### src/rtl/filter_pkg.sv
// Shared state encoding and default sizing for the time-shared input filter.
// The irq feature in filter_scheduler is enabled with the FLT_IRQ_EN macro.
package filter_pkg;

  typedef enum logic {
    IDLE = 1'b0,
    SCAN = 1'b1
  } state_e;

  localparam int DEFAULT_NCH   = 4;
  localparam int DEFAULT_DEPTH = 3;

endpackage

### src/rtl/filter_engine.sv
// Combinational agreement/hysteresis step for one channel: shift in a sample,
// then force the output high/low only when the whole history agrees.
module filter_engine
  import filter_pkg::*;
#(
  parameter int DEPTH = DEFAULT_DEPTH
) (
  input  logic [DEPTH-1:0] i_histOld,
  input  logic             i_bitIn,
  input  logic             i_outOld,
  output logic [DEPTH-1:0] o_histNew,
  output logic             o_outNew,
  output logic             o_changed
);

  logic w_all1;
  logic w_all0;

  // The cast drops the oldest sample and also covers DEPTH == 1.
  assign o_histNew = DEPTH'({i_histOld, i_bitIn});
  assign w_all1    = &o_histNew;
  assign w_all0    = ~|o_histNew;

  always_comb begin
    o_outNew = i_outOld;
    if (w_all1) begin
      o_outNew = 1'b1;
    end else if (w_all0) begin
      o_outNew = 1'b0;
    end
  end

  assign o_changed = (o_outNew != i_outOld);

endmodule

### src/rtl/filter_scheduler.sv
// Round-robin scheduler sharing one filter_engine across NCH channels.
// Optional FLT_IRQ_EN adds i_irq_clr and a sticky change interrupt on o_irq.
module filter_scheduler
  import filter_pkg::*;
#(
  parameter  int NCH   = DEFAULT_NCH,
  parameter  int DEPTH = DEFAULT_DEPTH,
  localparam int CW    = $clog2(NCH)
) (
  input  logic           i_clock,
  input  logic           i_reset,
  input  logic           i_tick,
  input  logic [NCH-1:0] i_sig_in,
`ifdef FLT_IRQ_EN
  input  logic           i_irq_clr,
`endif
  output logic [NCH-1:0] o_sig_out,
  output logic           o_busy,
  output logic           o_chg_valid,
  output logic [CW-1:0]  o_chg_ch,
  output logic           o_overrun,
  output logic           o_irq
);

  state_e           r_state;
  state_e           w_nextState;
  logic [CW-1:0]    r_ch;
  logic [NCH-1:0]   r_snap;
  logic             r_pend;
  logic [NCH-1:0]   r_pendSnap;
  logic [DEPTH-1:0] r_hist [NCH];
  logic [NCH-1:0]   r_sigOut;
  logic             r_chgValid;
  logic [CW-1:0]    r_chgCh;
  logic             r_overrun;

  logic             w_scan;
  logic             w_startSweep;
  logic             w_lastCh;
  logic [DEPTH-1:0] w_histNew;
  logic             w_outNew;
  logic             w_changed;

  assign w_lastCh = (r_ch == CW'(NCH - 1));

  always_ff @(posedge i_clock) begin
    if (i_reset) begin
      r_state <= IDLE;
    end else begin
      r_state <= w_nextState;
    end
  end

  // A queued tick at the last channel keeps us in SCAN so there is no idle gap.
  always_comb begin
    w_nextState = r_state;
    case (r_state)
      IDLE:    if (i_tick) w_nextState = SCAN;
      SCAN:    if (w_lastCh && !r_pend) w_nextState = IDLE;
      default: w_nextState = IDLE;
    endcase
  end

  always_comb begin
    w_scan       = (r_state == SCAN);
    w_startSweep = (r_state == IDLE) && i_tick;
  end

  filter_engine #(
    .DEPTH (DEPTH)
  ) u_engine (
    .i_histOld (r_hist[r_ch]),
    .i_bitIn   (r_snap[r_ch]),
    .i_outOld  (r_sigOut[r_ch]),
    .o_histNew (w_histNew),
    .o_outNew  (w_outNew),
    .o_changed (w_changed)
  );

  always_ff @(posedge i_clock) begin
    if (i_reset) begin
      r_ch       <= '0;
      r_snap     <= '0;
      r_pend     <= 1'b0;
      r_pendSnap <= '0;
      r_sigOut   <= '0;
      r_chgValid <= 1'b0;
      r_chgCh    <= '0;
      r_overrun  <= 1'b0;
      for (int i = 0; i < NCH; i++) begin
        r_hist[i] <= '0;
      end
    end else begin
      r_chgValid <= 1'b0;
      if (w_startSweep) begin
        r_snap <= i_sig_in;
        r_ch   <= '0;
      end
      if (w_scan) begin
        r_hist[r_ch]   <= w_histNew;
        r_sigOut[r_ch] <= w_outNew;
        if (w_changed) begin
          r_chgValid <= 1'b1;
          r_chgCh    <= r_ch;
        end
        if (w_lastCh) begin
          r_ch <= '0;
          if (r_pend) begin
            r_snap <= r_pendSnap;
            r_pend <= 1'b0;
          end
        end else begin
          r_ch <= r_ch + 1'b1;
        end
        // Only one tick can wait behind the running sweep; any further one is lost.
        if (i_tick) begin
          if (!r_pend) begin
            r_pend     <= 1'b1;
            r_pendSnap <= i_sig_in;
          end else begin
            r_overrun <= 1'b1;
          end
        end
      end
    end
  end

`ifdef FLT_IRQ_EN
  logic r_irq;

  always_ff @(posedge i_clock) begin
    if (i_reset) begin
      r_irq <= 1'b0;
    end else if (w_scan && w_changed) begin
      r_irq <= 1'b1;
    end else if (i_irq_clr) begin
      r_irq <= 1'b0;
    end
  end

  assign o_irq = r_irq;
`else
  assign o_irq = 1'b0;
`endif

  assign o_sig_out   = r_sigOut;
  assign o_busy      = w_scan;
  assign o_chg_valid = r_chgValid;
  assign o_chg_ch    = r_chgCh;
  assign o_overrun   = r_overrun;

endmodule
### config.mk
export PLATFORM = sky130hd
export DESIGN_NAME = filter_scheduler
export DESIGN_NICKNAME = d
export VERILOG_FILES = /design/src/rtl/filter_pkg.sv /design/src/rtl/filter_engine.sv /design/src/rtl/filter_scheduler.sv
export SDC_FILE = /design/constraint.sdc
export NUM_CORES = 1
export LEC_CHECK = 0
export CAP_MARGIN = 20
export CORE_UTILIZATION = 42
export DETAILED_ROUTE_END_ITERATION = 6
export SYNTH_ARGS = -nofsm -noshare
export SYNTH_HDL_FRONTEND = slang
export SYNTH_SLANG_ARGS = --single-unit
### constraint.sdc
create_clock -name i_clock -period 2.65 [get_ports i_clock]
set_input_delay 0.3975 -clock i_clock [delete_from_list [all_inputs] [get_ports i_clock]]
set_output_delay 0.3975 -clock i_clock [all_outputs]
set_load 0.05 [all_outputs]
==> reports/summary.txt <==
Max-slew violations: 0
Worst-path maximum fanout: 12
Number of port buffers: 15
Die Y: 59.43 µm
Largest net degree at the start of global routing: 27
Initial antenna violation count: 0
Hold Crit Start: o_chg_ch[0]
IO Pins: 17
Status: complete, no violations
GRT Total Usage: 0.1784
FP Rows: 20
WP data required: 2.92 ns
Postcts setup bufs: 0
Int Pwr: 0.0006725 W
Max Freq: 485.3 MHz
Worst skew pair latency: 0.34 ns
Combinational family with the most area after synthesis: simple AND/OR/NAND/NOR gates
Top FF cell, synth: dfxtp_1
Period utilisation layout: 0.7777
Post-route antenna net violation count: 0
HP Class: reg -> reg
Avg Inst Size Synth: 10.57 µm²
Sequential share of power: 0.548
Startpoint Class: flop
Register area share after synthesis: 0.4914
WHS: 0.4836 ns
Remaining global-route overflow: 0
CTS tree: done
Power density cells: 568.1 nW/µm²
Hold-fix buffers at CTS: 0
Worst setup EP type: flop
Synthesized instance count: 131
Largest area contributor in the netlist: dfxtp_1
Fraction of final layout cells sized beyond drive strength 1: 0.1216
CORE AREA: 3103 µm²
Netlist cell types: 33
Leakage: 0.6680 nW
Area growth syn-to-layout: 17.62%
CTS root buf: clkbuf_4
Switching pwr: 0.0002530 W
RePlAce Congestion: 0.8325
Crit path from: r_ch[0]
DR DRC count: 0
Yosys top cell area share: 0.3180
Synthesis Warnings: 0
Die extent in x: 59.43 µm
Crit path DAT: 2.33 ns
Count leader, synth: dfxtp_1
Starting Density: 0.4464
Max_slew headroom: 0.6687
Clock skew: 0.008928 ns
Post-synth top cells: 22 x dfxtp_1, 20 x nor2_1, 11 x mux2i_1, 8 x a211oi_1, 8 x edfxtp_1
Worst Tran Pin Value: 0.4954 ns
Synth Cell Area: 1385 µm²
First-pass DRT Iterations: 4
CP Class: reg -> reg
Iteration-0 DRC Markers: 20
Synth Area in Adders: 0.03613
Clk pwr share: 0.320
Htree depth: 2
CTS Buf Count: 5
Cell area after layout: 1629 µm²
Number of global-route vias before repair: 930
Synth area leaders: dfxtp_1 32%, edfxtp_1 17%, mux2i_1 7.9%, nor2_1 5.4%, mux4_2 4.9%
# diodes: 0
Vias: 991
Vias per std cell: 5.161
Number of synthesized flops with an enable pin: 8
Final Hold Viols: 0
Simple-gate share of the synthesized area: 0.1626
Clock sinks: 30
WL per Instance: 13.56 µm
Syn_nets: 142
XOR/XNOR Fraction of Synth Area: 0
Setup TNS Final: 0 ns
FILL cells: 308
Worst R2R Start: r_ch[0]
Switching share of power: 0.2733
Post-DP Area: 1567 µm²
Multiplexer share of the synthesized area: 0.1472
Final net count: 158
Clock transition at path regs: 0.09 ns
Clock Tree Buf Depth: 2
First-pass GRT wire length: 4464 µm
Comb pwr share: 0.132
Min Tclk post-route: 2.061 ns
Complex-gate fraction of the synthesized area: 0.1183
Power Total: 0.0009255 W
Max cap viols: 0
Final setup viols: 0
Die area: 3531 µm²
VDD IR max: 0.2787 mV
RSZ-0062 raised after global routing: false
Routed WL: 2603 µm
Synthesized flop and latch total: 30
FFs w/ async S/R, synth: 0
Dpl hpwl: 1802 µm
CTS resizes: 0
## critical path: stages (launching register included)
cell and delay, ns:
dfxtp_1 0.61, mux4_2 0.43, or4b_1 0.54, a21boi_2 0.21
mux2i_1 0.20
## layout by cell type (no fill, tap or decap), drive strengths merged, types with 2 or more instances in the layout
cell,instances
a211oi,8
nand2,6
and3,3
ha,4
clkdlybuf4s50,15
clkbuf,6
nor3,5
mux2i,11
buf,3
a21oi,6
nor2,20
a21o,4
inv,4
dfxtp,22
mux4,4
nor2b,2
edfxtp,8
nand2b,4
## per-stage QoR
step                      cells  utilization  setup WS, ns
after floorplan             131            -        0.6785
after global placement      184       0.5048        0.7022
after detailed placement    184       0.5048        0.5945
after CTS                   192       0.5250        0.5789
after global routing        192       0.5250        0.4672
final                       192       0.5250        0.5892
## sequential cells by signal, summed over array words and instances (netlist names), named ones only
register     cells
r_pend           1
r_ch             2
o_sig_out        4
r_hist           8
o_busy           1
r_snap           4
r_pendSnap       4
o_chg_valid      1
o_overrun        1
o_chg_ch         2
## metal layers
metal  global-route usage  vias up  wire length (µm)
met2               0.2456       20              1136
met4              0.08163        0                46
met1               0.2466      465              1299
met5                    0        -                 0
li1                     -      500                 -
met3              0.06550        6               121
## kinds of logic after synthesis
| logic type | Yosys count |
|---|---|
| simple gates | 46 |
| flops | 30 |
| compound gates | 23 |
| mux | 15 |
| buf+inv | 12 |
| fa+ha+maj | 4 |
| other cells | 1 |
## worst paths after layout
path | to | slack [ns] | cells past startpoint
setup / recovery | o_chg_ch[0] | 0.59 | 4
setup reg to reg | o_chg_ch[0] | 0.59 | 4
hold / removal | o_chg_ch[0] | 0.48 | 2
hold reg to reg | o_chg_ch[0] | 0.48 | 2
## cell type report
class	count	area (µm²)	area share
clock buffers	6	51.30	0.03149
flip-flops and latches	30	680.7	0.4178
multi-input cells	89	646.9	0.3971
clock inverters	2	11.26	0.006912
repair buffers	18	172.7	0.1060
inverters	3	11.26	0.006912
well taps	44	55.05	0.03379
## power groups by stage
stage | clock [W] | sequential [W] | combinational (W)
after floorplan | 0 | 0.000525 | 0.0000786
after global placement | 0 | 0.000517 | 0.000121
after detailed placement | 0 | 0.000518 | 0.000122
after CTS | 0.000304 | 0.000507 | 0.000123
after global routing | 0.000329 | 0.000510 | 0.000134
final | 0.000296 | 0.000507 | 0.000123
Note: power is estimated with default switching activity, not from simulation.
